[config.mk]
export PLATFORM = sky130hd
export DESIGN_NAME = handshake_rx_multi
export DESIGN_NICKNAME = d
export VERILOG_FILES = /design/src/rtl/handshake_rx_multi.sv
export SDC_FILE = /design/constraint.sdc
export NUM_CORES = 1
export LEC_CHECK = 0
export BUFFER_PORTS_ARGS = -buffer_cell sky130_fd_sc_hd__buf_2
export CORE_UTILIZATION = 30
export DETAILED_ROUTE_END_ITERATION = 7
export PLACE_DENSITY = 0.58
export SYNTH_ARGS = -nofsm -noshare
export SYNTH_HDL_FRONTEND = slang
export SYNTH_SLANG_ARGS = --single-unit
[constraint.sdc]
create_clock -name clk -period 2.25 [get_ports clk]
set_clock_uncertainty 0.05 [all_clocks]
set_input_delay 0.225 -clock clk [delete_from_list [all_inputs] [get_ports clk]]
set_output_delay 0.225 -clock clk [all_outputs]
set_load 0.05 [all_outputs]
[src/rtl/handshake_rx_multi.sv]
// handshake_rx_multi
//   Receive side of a multi-channel 4-phase req/ack handshake. Each request
//   line is synchronised, each channel captures its data word into a holding
//   register, and a round-robin arbiter merges the captured words onto a
//   single valid/ready stream. A source is acknowledged on the edge its word
//   enters the output register, and the ack is released once its synchronised
//   request falls.
//
//   Optional feature macro: HANDSHAKE_RX_ERR_EN
//     defined   : sticky err[i] when channel i sees its request drop while its
//                 word is still waiting for a grant (word still delivered).
//     undefined : err is tied to 0 and no detection logic is built.
//
//   Ports
//     clk        clock
//     rst        synchronous active-high reset
//     req_in     [NUM_CH]          asynchronous requests, one per channel
//     data_in    [NUM_CH*DATA_W]   channel i at [i*DATA_W +: DATA_W]
//     ack_out    [NUM_CH]          acknowledge to each source
//     out_valid  output word valid
//     out_ready  downstream accepts the word
//     out_data   [DATA_W]          output word
//     out_ch     [CH_W]            channel index of out_data
//     err        [NUM_CH]          sticky protocol-error flags

// Per-channel capture FSM: IDLE -> HOLD on synchronised request, HOLD -> ACK
// on grant, ACK -> IDLE once the request has been withdrawn.
module handshake_rx_ch #(
  parameter int DATA_W = 8
) (
  input  logic              clk,
  input  logic              rst,
  input  logic              i_req_s,
  input  logic [DATA_W-1:0] i_data,
  input  logic              i_grant,
  output logic              o_pend,
  output logic              o_ack,
  output logic [DATA_W-1:0] o_hold,
  output logic              o_err
);
  typedef enum logic [1:0] {S_IDLE, S_HOLD, S_ACK} state_t;

  state_t            r_state, w_next;
  logic [DATA_W-1:0] r_hold;

  always_ff @(posedge clk) begin
    if (rst) r_state <= S_IDLE;
    else     r_state <= w_next;
  end

  always_comb begin
    w_next = r_state;
    case (r_state)
      S_IDLE:  if (i_req_s)  w_next = S_HOLD;
      S_HOLD:  if (i_grant)  w_next = S_ACK;
      S_ACK:   if (!i_req_s) w_next = S_IDLE;
      default: w_next = S_IDLE;
    endcase
  end

  // ack is a pure decode of the state register, so it rises on the grant edge
  // and falls on the ACK->IDLE edge without a separate flop.
  always_comb begin
    o_pend = (r_state == S_HOLD);
    o_ack  = (r_state == S_ACK);
  end

  // data_in is stable while req is high, so it is safe to sample it on the
  // edge the synchronised request is first seen.
  always_ff @(posedge clk) begin
    if (rst)                                r_hold <= '0;
    else if (r_state == S_IDLE && i_req_s)  r_hold <= i_data;
  end
  assign o_hold = r_hold;

`ifdef HANDSHAKE_RX_ERR_EN
  logic r_err;
  always_ff @(posedge clk) begin
    if (rst)                                r_err <= 1'b0;
    else if (r_state == S_HOLD && !i_req_s) r_err <= 1'b1;
  end
  assign o_err = r_err;
`else
  assign o_err = 1'b0;
`endif
endmodule

module handshake_rx_multi #(
  parameter int DATA_W      = 8,
  parameter int NUM_CH      = 4,
  parameter int SYNC_STAGES = 2,
  localparam int CH_W       = (NUM_CH > 1) ? $clog2(NUM_CH) : 1
) (
  input  logic                     clk,
  input  logic                     rst,
  input  logic [NUM_CH-1:0]        req_in,
  input  logic [NUM_CH*DATA_W-1:0] data_in,
  output logic [NUM_CH-1:0]        ack_out,
  output logic                     out_valid,
  input  logic                     out_ready,
  output logic [DATA_W-1:0]        out_data,
  output logic [CH_W-1:0]          out_ch,
  output logic [NUM_CH-1:0]        err
);
  logic [NUM_CH-1:0][SYNC_STAGES-1:0] r_sync;
  logic [NUM_CH-1:0]                  w_req_s;
  logic [NUM_CH-1:0]                  w_pend;
  logic [NUM_CH-1:0]                  w_grant;
  logic [NUM_CH-1:0][DATA_W-1:0]      w_hold;

  logic              r_valid;
  logic [DATA_W-1:0] r_data;
  logic [CH_W-1:0]   r_ch;
  logic [CH_W-1:0]   r_last;

  logic              w_load;
  logic              w_any;
  logic [CH_W-1:0]   w_gidx;

  // Request synchronisers; bit 0 is the first flop.
  always_ff @(posedge clk) begin
    if (rst) r_sync <= '0;
    else
      for (int i = 0; i < NUM_CH; i++)
        r_sync[i] <= {r_sync[i][SYNC_STAGES-2:0], req_in[i]};
  end

  genvar g;
  generate
    for (g = 0; g < NUM_CH; g++) begin : g_ch
      assign w_req_s[g] = r_sync[g][SYNC_STAGES-1];
      assign w_grant[g] = w_load && w_any && (w_gidx == CH_W'(g));

      handshake_rx_ch #(.DATA_W(DATA_W)) u_ch (
        .clk     (clk),
        .rst     (rst),
        .i_req_s (w_req_s[g]),
        .i_data  (data_in[g*DATA_W +: DATA_W]),
        .i_grant (w_grant[g]),
        .o_pend  (w_pend[g]),
        .o_ack   (ack_out[g]),
        .o_hold  (w_hold[g]),
        .o_err   (err[g])
      );
    end
  endgenerate

  assign w_load = !r_valid || out_ready;

  // Round-robin: first pending channel searching from last+1 upward with wrap.
  // last itself is checked last, so a channel cannot win twice in a row while
  // others wait.
  always_comb begin
    int j;
    w_any  = 1'b0;
    w_gidx = '0;
    j      = 0;
    for (int k = 1; k <= NUM_CH; k++) begin
      j = int'(r_last) + k;
      if (j >= NUM_CH) j = j - NUM_CH;
      if (!w_any && w_pend[j]) begin
        w_any  = 1'b1;
        w_gidx = CH_W'(j);
      end
    end
  end

  always_ff @(posedge clk) begin
    if (rst) begin
      r_valid <= 1'b0;
      r_data  <= '0;
      r_ch    <= '0;
      r_last  <= CH_W'(NUM_CH - 1);
    end else if (w_load) begin
      if (w_any) begin
        r_valid <= 1'b1;
        r_data  <= w_hold[w_gidx];
        r_ch    <= w_gidx;
        r_last  <= w_gidx;
      end else begin
        r_valid <= 1'b0;
      end
    end
  end

  assign out_valid = r_valid;
  assign out_data  = r_data;
  assign out_ch    = r_ch;
endmodule

==> results of run 1 <==
worst min-delay path by stage:
| stage | endpoint | slack [ns] | cells past startpoint |
|---|---|---|---|
| detailed placement | r_sync[7] | 0.38 | 1 |
| global route | r_sync[4] | 0.05 | 2 |
| finish | r_sync[6] | 0.05 | 2 |
| CTS | r_sync[6] | 0.04 | 2 |
| global placement | r_sync[7] | 0.37 | 1 |
| floorplan | r_sync[0] | 0.30 | 1 |
cells in the final DEF, fill, tap and decap left out, types with 9 or more instances in the layout:
cell and n:
and3_1 16, dfxtp_1 61, mux2i_1 32, clkbuf_8 11, buf_2 53, nand3b_1 9
nor2b_1 12, buf_4 11, nor2_1 42, a211oi_1 11
kinds of logic after synthesis:
logic type | share of synthesized area (%)
AOI/OAI and AO/OA | 17.31
buffers and inverters | 7.340
muxes | 11.60
DFF | 44.22
other | 0.1358
and+or+nand+nor | 19.39
flip-flops by register name, indices dropped and copies added (netlist names):
signal / cells
g_ch.u_ch.o_hold: 32
g_ch.u_ch.r_state: 8
out_ch: 2
out_data: 8
out_valid: 1
r_last: 2
r_sync: 8
report_power, final:
| group | switching, mW | internal [mW] | leakage [nW] | total, mW |
|---|---|---|---|---|
| Sequential | 0.0503 | 1.15 | 0.497 | 1.20 |
| Clock | 0.400 | 0.681 | 0.116 | 1.08 |
| Combinational | 0.386 | 0.218 | 0.780 | 0.604 |
layout make-up:
type	count	area share, %
clock buffer	12	4.679
timing repair buffer	64	10.49
sequential	61	36.83
inverter	6	0.6792
tap	108	4.075
clock inverter	4	2.113
multi-input combinational	181	41.13
stage by stage:
step	std cells	total power [mW]
after global routing	436	3.040
after floorplan	276	1.696
after CTS	436	2.922
after detailed placement	420	1.830
final	436	2.884
after global placement	420	1.822
per-layer routing:
| metal | vias to the layer above | wire length (um) |
|---|---|---|
| li1 | 1058 | - |
| met1 | 971 | 2806 |
| met2 | 51 | 3074 |
| met3 | 8 | 316 |
| met4 | 0 | 96 |
| met5 | - | 0 |
critical path, cell delays in order, from the launching register on:
cell and delay [ns]:
dfxtp_1 0.32, nor2b_1 0.13, buf_4 0.17, o211ai_4 0.47, nand2_4 0.24, a211oi_1 0.33
o31ai_2 0.11
==> flow_summary.json, run 1 <==
{
  "rsz0062_at_grt": "no",
  "post_cts_buffers": 0,
  "setup_slack_ns": 0.3011,
  "crit_fanout": 19,
  "seqCellArea_um2": 1221,
  "grt_pass1_vias": 2065,
  "use_met2_pct": 22.48,
  "synth_top_area_cell": "dfxtp_1",
  "coreArea_um2": 8806,
  "r2r-start": "g_ch[0].u_ch.r_state[0]",
  "fin_util_pct": 37.65,
  "violations": "DRC",
  "ys_ff_latch": 61,
  "crit_required_ns": 2.42,
  "hold-worst-slack_ns": 0.05086,
  "synth_flop_cell": "dfxtp_1",
  "multiInputGateArea_um2": 1364,
  "cts-hold-fix-buffers": 0,
  "setup_viol": 0,
  "antenna_cells": 0,
  "leakage_nw": 1.393,
  "finalCritPeriodShare_pct": 86.62,
  "drt_iter0_drc": 83,
  "gp_congestion": 0.8279,
  "grt_overflow_total": 0,
  "max_cap_viol_count": 0,
  "firstDrtPassIters": 6,
  "clk_pin_slew_ns": 0.06,
  "status": "complete, but fails checks",
  "root_buffer": "clkbuf_8",
  "clkLatencyLatePin_ns": 0.33,
  "min_from": "req_in[3]",
  "clock.fmax_ghz": 0.5131,
  "antenna_found_initial": 0,
  "reg2reg_depth": 6,
  "endpoint": "out_data[6]",
  "die_h_um": 97.94,
  "layout.nets": 362,
  "cp-start-kind": "flip-flop",
  "final.setup.tns_ns": 0,
  "io_buffers": 53,
  "chipWidth_um": 97.94,
  "drive_above_1_share_pct": 31.71,
  "cts.sinks": 61,
  "ir_drop_uv": 312.5,
  "drc": 4,
  "arrival_ns": 2.11,
  "grt_max_degree": 62,
  "grt_use_met1_pct": 17.66,
  "post-place-ws_ns": 0.2991,
  "ant_nets": 0,
  "netlist_area_um2": 2761,
  "ctsResizeCount": 0,
  "yosysWarnings": 0,
  "tightest_slew_ns": 0.5977,
  "yosysUniqueCellTypes": 45,
  "reg2reg_slack_ns": 0.30,
  "slew_headroom_pct": 60.15,
  "via_per_inst": 4.789,
  "final-max-slew-violation-count": 0,
  "grt_pass1_wl_um": 10490,
  "ys_seq_area_share_pct": 44.22,
  "dpl.hpwl_um": 4477,
  "wl_per_cell_um": 14.43,
  "min_period_ns": 1.949,
  "cts_tree": "done",
  "grtUsageTotal_pct": 14.14,
  "crit_path_end_kind": "flip-flop",
  "cts_buffers": 9,
  "die_area_um2": 9592,
  "async_flop_share_pct": 0,
  "use_met3_pct": 4.939,
  "rows": 34,
  "power_density_nw_per_um2": 869.7,
  "grt-busiest-layer": "met2",
  "n_fill_cell": 911,
  "place_area_um2": 3090,
  "routed_wirelength_um": 6293,
  "ys_top_cells_by_count": "dfxtp_1 (61), nor2_1 (42), mux2i_1 (32), and3_1 (16), nor2b_1 (12)",
  "pin_count": 58,
  "syn_area_per_cell_um2": 10.12,
  "worstReg2RegEnd": "out_data[6]",
  "synth.area.top_cells": "dfxtp_1 (44%), mux2i_1 (12%), nor2_1 (5.7%)",
  "fin_area_um2": 3316,
  "crit_type": "flip-flop to flip-flop",
  "initial_utilization_pct": 31.36,
  "synth_top_area_share_pct": 44.22,
  "hold_path_class": "input port to flip-flop",
  "hold_viol": 0,
  "synth.most_common_cell": "dfxtp_1",
  "synth_cells": 273,
  "clock_path_buffers": 2,
  "cts_max_level": 3,
  "synthToLayoutAreaGrowth_pct": 20.07,
  "vias": 2088,
  "cp-startpoint": "g_ch[0].u_ch.r_state[0]",
  "synth-edff-count": 0
}
No activity file was read; power rests on OpenSTA's default activity.
==> run 2: changes to the inputs <==
--- a/config.mk
+++ b/config.mk
@@ -11,4 +11,5 @@
 export PLACE_DENSITY = 0.58
 export SYNTH_ARGS = -nofsm -noshare
 export SYNTH_HDL_FRONTEND = slang
+export SYNTH_HIERARCHICAL = 1
 export SYNTH_SLANG_ARGS = --single-unit
==> flow_summary.json, run 2 <==
{
  "hold_path_class": "input port to flip-flop",
  "io_buffers": 53,
  "firstDrtPassIters": 4,
  "crit_required_ns": 2.43,
  "synth_flop_cell": "dfxtp_1",
  "grt_pass1_vias": 2050,
  "hold_viol": 0,
  "min_period_ns": 2.098,
  "synth.area.top_cells": "dfxtp_1 (41%), nand2b_1 (15%), mux2i_1 (11%)",
  "power.share.switching_pct": 27.02,
  "cts_buffers": 9,
  "synth.net_count": 330,
  "final_cell_mix": "nand2b_1 (70), dfxtp_1 (61), buf_2 (53)",
  "ir_drop_uv": 293.9,
  "drive_above_1_share_pct": 31.67,
  "p_comb_share_pct": 14.6,
  "arrival_ns": 2.28,
  "reg2reg_slack_ns": 0.15,
  "final.setup.tns_ns": 0,
  "layout_commonest_cell": "nand2b_1",
  "clkLatencyLatePin_ns": 0.34,
  "status": "complete, no violations",
  "rsz0062_at_grt": "no",
  "drc": 0,
  "ys_seq_area_share_pct": 40.92,
  "pin_count": 58,
  "crit_type": "flip-flop to flip-flop",
  "cts_tree": "done",
  "yosysWarnings": 6,
  "tightest_slew_ns": 0.5178,
  "wl_per_cell_um": 11.90,
  "grt_max_degree": 29,
  "antenna_cells": 0,
  "post_cts_buffers": 0,
  "worstReg2RegEnd": "out_data[1]",
  "crit_fanout": 19,
  "antenna_found_initial": 0,
  "synth-edff-count": 0,
  "ant_nets": 0,
  "ys_ff_latch": 61,
  "seqPwrFrac_pct": 45.7,
  "netlist_area_um2": 2984,
  "grt_pass1_wl_um": 9735,
  "finalCritPeriodShare_pct": 93.25,
  "grt_overflow_total": 0,
  "p_int_mw": 1.842,
  "synthToLayoutAreaGrowth_pct": 21.72,
  "power_density_nw_per_um2": 695.0,
  "slew_headroom_pct": 65.33,
  "synth_top_area_share_pct": 40.92,
  "rows": 36,
  "p_sw_mw": 0.6820,
  "final-max-slew-violation-count": 0,
  "chipWidth_um": 101.7,
  "setup_slack_ns": 0.1518,
  "die_h_um": 101.7,
  "cts.sinks": 61,
  "max_cap_viol_count": 0,
  "largest_reg_flops": 32,
  "setup_viol": 0,
  "cts_max_level": 3,
  "crit_path_end_kind": "flip-flop",
  "clock_path_buffers": 2,
  "die_area_um2": 10350,
  "gp_congestion": 0.7313,
  "synth_top_area_cell": "dfxtp_1",
  "grtUsageTotal_pct": 12.50,
  "clock.fmax_ghz": 0.4766,
  "async_flop_share_pct": 0,
  "ys_top_cells_by_count": "nand2b_1 (70), dfxtp_1 (61), mux2i_1 (33), nor2b_1 (14)",
  "reg2reg_depth": 7,
  "cp-start-kind": "flip-flop",
  "drt_iter0_drc": 76,
  "dpl.hpwl_um": 4265,
  "vias": 2100,
  "cts-hold-fix-buffers": 0,
  "layout.nets": 394,
  "syn_area_per_cell_um2": 10.25,
  "root_buffer": "clkbuf_8",
  "via_per_inst": 4.260,
  "hold_depth": 2,
  "routed_wirelength_um": 5867,
  "coreArea_um2": 9684,
  "initial_utilization_pct": 30.81,
  "yosysUniqueCellTypes": 33,
  "r2r-start": "g_ch[1].u_ch/r_state[0]",
  "min_from": "req_in[2]",
  "ctsResizeCount": 0,
  "synth.most_common_cell": "nand2b_1",
  "synth_cells": 291,
  "post-place-ws_ns": 0.1481,
  "whs_endpoint": "r_sync[4]",
  "clkPwrFrac_pct": 39.7,
  "leakage_nw": 1.512,
  "clk_pin_slew_ns": 0.07
}
[run 2: layout make-up]
type | instances | area, um^2
Inverter | 1 | 3.754
Fill cell | 984 | 6052
Timing Repair Buffer | 71 | 412.9
Multi-Input combinational cell | 211 | 1622
Sequential cell | 61 | 1221
Tap cell | 133 | 166.4
Clock buffer | 10 | 137.6
Clock inverter | 6 | 68.82
[run 2: per-layer routing]
layer | GRT usage, % | routed length (um)
met3 | 2.968 | 288
met1 | 16.20 | 2925
met5 | 0 | 0
met4 | 9.142 | 151
met2 | 18.04 | 2502
[run 2: kinds of logic after synthesis]
kind of cell	Yosys count	share of synthesized area, %
flops	61	40.92
buf+inv	19	4.738
compound gates	25	7.044
mux	49	17.99
other cells	4	0.5030
simple gates	133	28.80
[run 2: worst max path at each step]
stage | start | end | depth (start not counted)
detailed placement | g_ch[0].u_ch/r_state[0] | out_data[4] | 7
global placement | g_ch[0].u_ch/r_state[0] | out_data[4] | 7
floorplan | g_ch[3].u_ch/r_state[0] | out_data[0] | 8
global route | g_ch[1].u_ch/r_state[0] | out_data[4] | 7
finish | g_ch[1].u_ch/r_state[0] | out_data[1] | 7
CTS | g_ch[0].u_ch/r_state[0] | out_data[1] | 7
[run 2: stage by stage]
stage | area [um^2] | power, mW | hold slack [ns] | instances | util (%)
floorplan | 2984 | 1.447 | 0.3032 | 291 | -
global placement | 3426 | 1.547 | 0.3719 | 477 | 35.37
detailed placement | 3426 | 1.551 | 0.3718 | 477 | 35.37
CTS | 3632 | 2.560 | 0.02355 | 493 | 37.51
global route | 3632 | 2.646 | 0.03266 | 493 | 37.51
finish | 3632 | 2.524 | 0.03625 | 493 | 37.51
[run 2: power by group through the flow]
stage | Clock [mW] | Combinational [mW] | Sequential, mW
4_1_cts | 1.03 | 0.373 | 1.15
3_3_place_gp | 0 | 0.367 | 1.18
3_5_place_dp | 0 | 0.372 | 1.18
6_report | 1.00 | 0.368 | 1.15
2_1_floorplan | 0 | 0.244 | 1.20
5_1_grt | 1.08 | 0.402 | 1.16
[run 2: critical path: stages (launching register included)]
cell and delay [ns]:
dfxtp_1 0.33, nor2b_1 0.31, nor2_2 0.09, o21ai_1 0.14
a311o_1 0.19, buf_12 0.19, mux2_2 0.34, a221o_1 0.34
